===== config.mk =====
export PLATFORM = sky130hd
export DESIGN_NAME = bit_serializer
export DESIGN_NICKNAME = d
export VERILOG_FILES = /design/src/rtl/bit_serializer_pkg.sv /design/src/rtl/bit_serializer.sv
export SDC_FILE = /design/constraint.sdc
export NUM_CORES = 1
export LEC_CHECK = 0
export BUFFER_PORTS_ARGS = -buffer_cell sky130_fd_sc_hd__clkbuf_2
export CAP_MARGIN = 20
export CORE_MARGIN = 10
export CORE_UTILIZATION = 50
export CTS_CLUSTER_DIAMETER = 200
export DETAILED_ROUTE_END_ITERATION = 6
export HOLD_SLACK_MARGIN = 0.02
export MAX_ROUTING_LAYER = met4
export PLACE_DENSITY = 0.84
export SYNTH_ARGS = -nofsm -noshare
export SYNTH_HDL_FRONTEND = slang
export SYNTH_SLANG_ARGS = --single-unit

===== constraint.sdc =====
create_clock -name ck -period 3.5 [get_ports ck]
set_input_delay 1.05 -clock ck [delete_from_list [all_inputs] [get_ports ck]]
set_output_delay 1.05 -clock ck [all_outputs]
set_load 0.005 [all_outputs]

===== src/rtl/bit_serializer_pkg.sv =====
// Shared definitions for the parallel-to-serial front stage of the pattern detector.
// Constants that the detector also depends on live here.
package bit_serializer_pkg;

    typedef enum logic {
        ST_IDLE  = 1'b0,
        ST_SHIFT = 1'b1
    } state_e;

    localparam int DEFAULT_WIDTH = 8;

    // The detector's start state assumes this level on c while nothing is in flight.
    localparam logic IDLE_BIT = 1'b0;

endpackage


===== src/rtl/bit_serializer.sv =====
// Loads WIDTH-bit words on load && ready and shifts them onto c, one bit per rising ck.
// Back-to-back words reload on the last-bit cycle, so the stream has no gap.
module bit_serializer
    import bit_serializer_pkg::*;
#(
    parameter int   WIDTH     = DEFAULT_WIDTH,
    parameter bit   MSB_FIRST = 1'b1,
    parameter logic IDLE_BIT  = bit_serializer_pkg::IDLE_BIT
) (
    input  logic             ck,
    input  logic             rs_n,
    input  logic             load,
    input  logic [WIDTH-1:0] din,
    input  logic             hold,
    output logic             ready,
    output logic             c,
    output logic             busy,
    output logic             last
);

    localparam int CW = $clog2(WIDTH);
    localparam logic [CW-1:0] CNT_LOAD = CW'(WIDTH - 1);

    state_e           state_q, state_d;
    logic [CW-1:0]    cnt_q, cnt_d;
    logic [WIDTH-1:0] shreg_q, shreg_d;
    logic             c_q, c_d;
    logic             accept;

    // Handshake: a word transfers on the rising edge where load && ready are both high.
    // ready never depends on load, and din is only looked at on that edge.
    assign ready  = !hold && rs_n && (state_q == ST_IDLE || cnt_q == '0);
    assign accept = load && ready;

    always_comb begin
        state_d = state_q;
        cnt_d   = cnt_q;
        shreg_d = shreg_q;
        c_d     = c_q;
        if (accept) begin
            state_d = ST_SHIFT;
            cnt_d   = CNT_LOAD;
            if (MSB_FIRST) begin
                c_d     = din[WIDTH-1];
                shreg_d = din << 1;
            end else begin
                c_d     = din[0];
                shreg_d = din >> 1;
            end
        end else if (!hold && state_q == ST_SHIFT) begin
            if (cnt_q != '0) begin
                cnt_d = cnt_q - CW'(1);
                if (MSB_FIRST) begin
                    c_d     = shreg_q[WIDTH-1];
                    shreg_d = shreg_q << 1;
                end else begin
                    c_d     = shreg_q[0];
                    shreg_d = shreg_q >> 1;
                end
            end else begin
                state_d = ST_IDLE;
                c_d     = IDLE_BIT;
            end
        end
    end

    always_ff @(posedge ck or negedge rs_n) begin
        if (!rs_n) begin
            state_q <= ST_IDLE;
            cnt_q   <= '0;
            shreg_q <= '0;
            c_q     <= IDLE_BIT;
        end else begin
            state_q <= state_d;
            cnt_q   <= cnt_d;
            shreg_q <= shreg_d;
            c_q     <= c_d;
        end
    end

    // Status comes straight from registered state, so the detector sees clean levels.
    assign c    = c_q;
    assign busy = (state_q == ST_SHIFT);
    assign last = (state_q == ST_SHIFT) && (cnt_q == '0);

endmodule


==> flow_metrics.py, run 1 <==
metrics = {
    "setup_path": {
        "path_buf_inv": 2,
        "r2r-start": "cnt_q[0]",
        "critPathMaxFanout": 9,
        "cp_common_cell": "clkbuf_2",
        "crit_chain": "clkbuf_2 -> nand2b_1 -> a21oi_1 -> clkbuf_2",
        "reg2regPathDepth": 5,
        "cpLargestDelayFamily": "simple AND/OR/NAND/NOR gates",
        "cp.arrival_ns": 1.70,
        "reg2reg_to": "shreg_q[1]",
        "required_ns": 2.45,
        "critPathLaunchType": "primary input",
        "crit_slowest_cell": "nand2b_1",
        "cp_num_cells": 4,
        "worstSetupPathType": "primary input to primary output",
        "end_kind": "primary output",
        "slowest_delay_ns": 0.25,
        "ff2ff_setup_slack_ns": 1.86,
    },
    "floorplanning": {
        "row_count": 13,
        "die_y_um": 57.1,
        "die_w_um": 57.1,
        "initial_utilization_pct": 53.0,
        "die_area_mm2": 0.00326,
        "fp.coreArea_mm2": 0.00130,
        "io_pins": 16,
    },
    "clock_tree": {
        "cts_resized": 0,
        "cts_root_buffer": "clkbuf_4",
        "clk_path_buf_depth": 2,
        "hold_buffers": 0,
        "clock_latency_ns": 0.28,
        "cts_made_buffers": 3,
        "cts_setup_buffers": 0,
        "cts.sinks": 12,
        "clk_pin_slew_worst_paths_ns": 0.08,
        "cts_tree": "built",
        "htree_levels": 1,
    },
    "cells_and_area": {
        "insertedDiodeCount": 0,
        "layout.nets": 102,
        "syn_to_final_growth_pct": 14.3,
        "layoutNonFillerInstCount": 102,
        "design_area_um2": 788,
        "seq_area_um2": 300,
        "multi_input_area_um2": 328,
        "drive_gt1_share_pct": 25.3,
        "fill_cells": 117,
    },
    "routing": {
        "routedWlPerCell_um": 16.1,
        "antenna_left": 0,
        "drtIter0Drc": 26,
        "via_per_inst": 6.07,
        "route.detailed.drc": 0,
        "vias": 619,
        "drt-pass1-iter-count": 4,
        "wirelength_mm": 1.64,
    },
    "status": {
        "status": "finished, final reports clean",
    },
    "global_route": {
        "grt_pass1_vias": 599,
        "grt_max_degree": 20,
        "overflow": 0,
        "antenna_found_initial": 0,
        "grt_pass1_wl_mm": 2.77,
        "grt.total_usage_pct": 10.4,
    },
    "synth": {
        "syn-instance-count": 74,
        "syn_avg_cell_area_um2": 9.32,
        "syn-cell-area_um2": 689,
        "seq_area_frac_synth_pct": 43.6,
        "ys_seq_elements": 12,
        "synth_enable_flop_cells": 0,
        "ys_async_sr_fraction_pct": 100,
        "synth_top_cell_area_share_pct": 43.6,
        "synth_warnings": 0,
        "ys.flop_type": "dfrtp_1",
        "ys_top_cells_by_count": "dfrtp_1 (12), nand3_1 (9), o21ai_0 (9), a31oi_1 (8), a2111oi_0 (7)",
        "synth_area_leader_cell": "dfrtp_1",
        "synthTopCellsByArea": "dfrtp_1 (44%), a2111oi_0 (8.9%), a31oi_1 (7.3%)",
        "yosys.cell_count.top_type": "dfrtp_1",
        "synth_nets": 88,
        "synth.distinct_cells": 21,
    },
    "placement": {
        "place_area_um2": 752,
        "port_buffers": 15,
        "hpwlAfterDp_mm": 1.21,
        "gp_congestion": 0.742,
        "place_inst": 98,
    },
    "timing": {
        "tightest_slew_ns": 0.635,
        "max_slew_margin_pct": 57.6,
        "period_needed_ns": 2.75,
        "max_freq_mhz": 364,
        "fin_hold_ws_ns": 0.542,
        "fin_skew_ns": 0.00162,
        "final_max_slew_viol_count": 0,
        "hold_viol_final": 0,
        "finalCritPeriodShare_pct": 78.6,
        "setup_tns_ns": 0,
        "rsz0062_at_grt": "false",
        "finalSetupViolations": 0,
    },
    "power": {
        "ir_drop_uv": 462,
        "total_power_uw": 598,
        "p_per_area_mw_per_mm2": 759,
        "power.leakage_nw": 0.361,
    },
    "min_path": {
        "holdPathEnd": "cnt_q[1]",
        "min_path_cells": 2,
        "hold_start": "cnt_q[1]",
        "hp-class": "flip-flop to flip-flop",
    },
    "run": {
        "drv_cap": 0,
    },
}
## cell type report
type	count	area share, %
Sequential cell	12	38.1
Inverter	4	1.90
Clock buffer	4	4.60
Timing Repair Buffer	17	11.4
Multi-Input combinational cell	50	41.6
Tap cell	15	2.38
## metrics by stage
stage,setup WS [ns],util [%]
3_5_place_dp,0.757,57.8
3_3_place_gp,0.779,57.8
6_report,0.750,60.6
5_1_grt,0.646,60.6
2_1_floorplan,1.00,-
4_1_cts,0.753,60.6
## cells in the final DEF (no fill, tap or decap)
master and n:
a2111oi_0 7, clkbuf_4 3, clkbuf_8 1, and3_1 1, mux2i_1 1, and2_1 1
o21ai_0 9, a21oi_1 1, o21ai_1 2, buf_4 2, nor2b_1 2, nand2b_1 2
a211o_1 1, a31oi_1 8, dfrtp_1 12, clkbuf_2 15, nand3_1 9, inv_1 4
nand2_1 2, ha_1 2, nand2b_4 1, o311ai_1 1
## state kept, by name, summed over array words and instances (netlist names)
name     count
shreg_q      7
cnt_q        3
busy         1
c            1
## metal layers
layer | global-route usage (%) | wire (µm) | vias up
met1 | 12.2 | 670 | 291
met3 | 3.54 | 129 | 6
li1 | - | - | 302
met5 | - | 0 | -
met4 | 4.03 | 40 | 0
met2 | 16.0 | 799 | 20
## logic make-up (layout without fill, tap and decap cells)
group | after synthesis | count (layout) | synth area share [%]
adder cells (fa/ha/maj) | 2 | 2 | 3.63
buffers and inverters | 12 | 25 | 8.89
multiplexers | 1 | 1 | 1.45
flip-flops | 12 | 12 | 43.6
AO/OA/AOI/OAI | 29 | 29 | 27.4
AND/OR/NAND/NOR | 18 | 18 | 15.1
## worst max-delay path by stage
| stage | from | endpoint | slack [ns] |
|---|---|---|---|
| global placement | hold | ready | 0.78 |
| finish | hold | ready | 0.75 |
| detailed placement | hold | ready | 0.76 |
| CTS | hold | ready | 0.75 |
| floorplan | hold | ready | 1.00 |
| global route | hold | ready | 0.65 |
## where the power goes
group	total [mW]	switching (mW)	internal (mW)	leakage (nW)
combinational	0.232	0.130	0.101	0.196
clock	0.113	0.0499	0.0633	0.0210
sequential	0.253	0.0478	0.205	0.144
## worst min-delay path, stage by stage, from the launching register on
cell,delay [ns]
dfrtp_1,0.34
o21ai_1,0.06
o311ai_1,0.09
Power figures use the tool's default switching activity.
==> run 2: changes to the inputs <==
Clock period 3.5 ns to 2.9 ns, I/O delays scaled along.
==> run 2 against run 1 <==
Effect of this change: core utilization shrank 1.1 points; clock power is 12% lower; clock skew shrank 0.0012 ns; wire length is 2.7% lower; critical path type unchanged; flip-flop and latch count stayed put; global-route usage up 0.22 points; cell count shrank 0.98%; register-to-register slack worse by 0.60 ns; critical path depth is the same; die area unchanged.
==> flow_metrics.py, run 2 (synthesized netlist as in run 1, its figures left out) <==
metrics = {
    "timing": {
        "finalCritPeriodShare_pct": 83.2,
        "max_freq_mhz": 414,
        "fin_skew_ns": 0.000378,
        "hold_viol_final": 0,
        "fin_hold_ws_ns": 0.527,
        "tightest_slew_ns": 0.660,
        "setup_tns_ns": 0,
        "max_slew_margin_pct": 55.9,
        "rsz0062_at_grt": "false",
        "final_max_slew_viol_count": 0,
        "period_needed_ns": 2.41,
        "finalSetupViolations": 0,
    },
    "routing": {
        "drtIter0Drc": 9,
        "via_per_inst": 6.21,
        "antenna_left": 0,
        "wirelength_mm": 1.60,
        "routedWlPerCell_um": 15.8,
        "vias": 627,
        "drt-pass1-iter-count": 4,
        "route.detailed.drc": 0,
    },
    "cells_and_area": {
        "top_register": "shreg_q",
        "reg_top3": "shreg_q (7), cnt_q (3)",
        "layoutNonFillerInstCount": 101,
        "design_area_um2": 774,
        "insertedDiodeCount": 0,
        "layout_common_cells": "clkbuf_2 (15), dfrtp_1 (12), nand3_1 (9), o21ai_0 (9), a31oi_1 (8)",
        "drive_gt1_share_pct": 24.4,
        "largest_reg_flops": 7,
        "layout_commonest_cell": "clkbuf_2",
        "layout.nets": 102,
        "syn_to_final_growth_pct": 12.3,
    },
    "clock_tree": {
        "hold_buffers": 0,
        "cts_setup_buffers": 0,
        "cts.sinks": 12,
        "cts_tree": "built",
        "clk_path_buf_depth": 2,
        "cts_root_buffer": "clkbuf_4",
        "htree_levels": 1,
        "clock_latency_ns": 0.27,
        "cts_resized": 0,
        "clk_pin_slew_worst_paths_ns": 0.07,
        "cts_made_buffers": 3,
    },
    "floorplanning": {
        "initial_utilization_pct": 53.0,
        "die_y_um": 57.1,
        "die_w_um": 57.1,
        "row_count": 13,
        "die_area_mm2": 0.00326,
        "io_pins": 16,
        "fp.coreArea_mm2": 0.00130,
    },
    "setup_path": {
        "critPathLaunchType": "primary input",
        "worstSetupPathType": "primary input to primary output",
        "critPathMaxFanout": 9,
        "crit_slowest_cell": "nand2b_1",
        "cp_common_cell": "clkbuf_2",
        "cpLargestDelayFamily": "simple AND/OR/NAND/NOR gates",
        "crit_chain": "clkbuf_2 -> nand2b_1 -> a21oi_1 -> clkbuf_2",
        "slowest_delay_ns": 0.25,
        "cp.arrival_ns": 1.54,
        "path_buf_inv": 2,
        "end_kind": "primary output",
        "required_ns": 2.03,
    },
    "placement": {
        "place_inst": 98,
        "hpwlAfterDp_mm": 1.19,
        "place_area_um2": 752,
        "port_buffers": 15,
        "gp_congestion": 0.761,
    },
    "global_route": {
        "overflow": 0,
        "grt_pass1_vias": 600,
        "grt_pass1_wl_mm": 2.77,
        "antenna_found_initial": 0,
        "grt.total_usage_pct": 10.6,
        "grt_max_degree": 20,
    },
    "run": {
        "drv_cap": 0,
    },
    "power": {
        "power.leakage_nw": 0.353,
        "switching_power_uw": 263,
        "power_frac_seq_pct": 44.9,
        "ir_drop_uv": 552,
        "internal-power_uw": 419,
        "total_power_uw": 682,
        "combPwrFrac_pct": 40.5,
        "swShare_pct": 38.5,
        "clockPowerShare_pct": 14.7,
        "p_per_area_mw_per_mm2": 880,
    },
    "status": {
        "status": "finished, final reports clean",
    },
    "min_path": {
        "hp-class": "primary input to async pin",
    },
}
## run 2: through the flow
step | utilization (%) | setup WS (ns)
after detailed placement | 57.8 | 0.469
after global placement | 57.8 | 0.547
final | 59.5 | 0.487
after floorplan | - | 0.763
after CTS | 59.5 | 0.469
after global routing | 59.5 | 0.400
## run 2: cell type report
class                   count  area, µm²
fillers                   123        527
multi-input cells          50        328
flip-flops and latches     12        300
repair buffers             17       90.1
clock buffers               3       22.5
well taps                  15       18.8
inverters                   4       15.0
## run 2: final timing paths
| kind | from | end | slack (ns) | cells after the start |
|---|---|---|---|---|
| worst max-delay path | hold | ready | 0.49 | 4 |
| worst min-delay path | rs_n | shreg_q[2] | 0.53 | 2 |
| worst max register to register | cnt_q[0] | shreg_q[1] | 1.26 | 5 |
| worst min register to register | cnt_q[1] | cnt_q[1] | 0.53 | 2 |
| max in group asynchronous | rs_n | shreg_q[6] | 2.21 | 2 |
| min in group ck | cnt_q[1] | cnt_q[1] | 0.53 | 2 |
## run 2: power groups by stage
| stage | clock network, mW | logic (mW) | registers, mW |
|---|---|---|---|
| 5_1_grt | 0.110 | 0.319 | 0.319 |
| 2_1_floorplan | 0 | 0.228 | 0.286 |
| 3_5_place_dp | 0 | 0.279 | 0.308 |
| 6_report | 0.100 | 0.276 | 0.306 |
| 4_1_cts | 0.102 | 0.280 | 0.306 |
| 3_3_place_gp | 0 | 0.266 | 0.302 |
## run 2: layer usage
| layer | track usage (%) | wire length (µm) | up-vias |
|---|---|---|---|
| li1 | - | - | 304 |
| met1 | 12.6 | 664 | 297 |
| met2 | 15.7 | 783 | 21 |
| met3 | 3.76 | 121 | 5 |
| met4 | 5.03 | 28 | 0 |
| met5 | - | 0 | - |
## run 2: worst register-to-register path, stage by stage (launching register included)
cell      delay (ns)
dfrtp_1         0.38
inv_1           0.10
ha_1            0.22
nand2b_4        0.15
a211o_1         0.49
mux2i_1         0.18
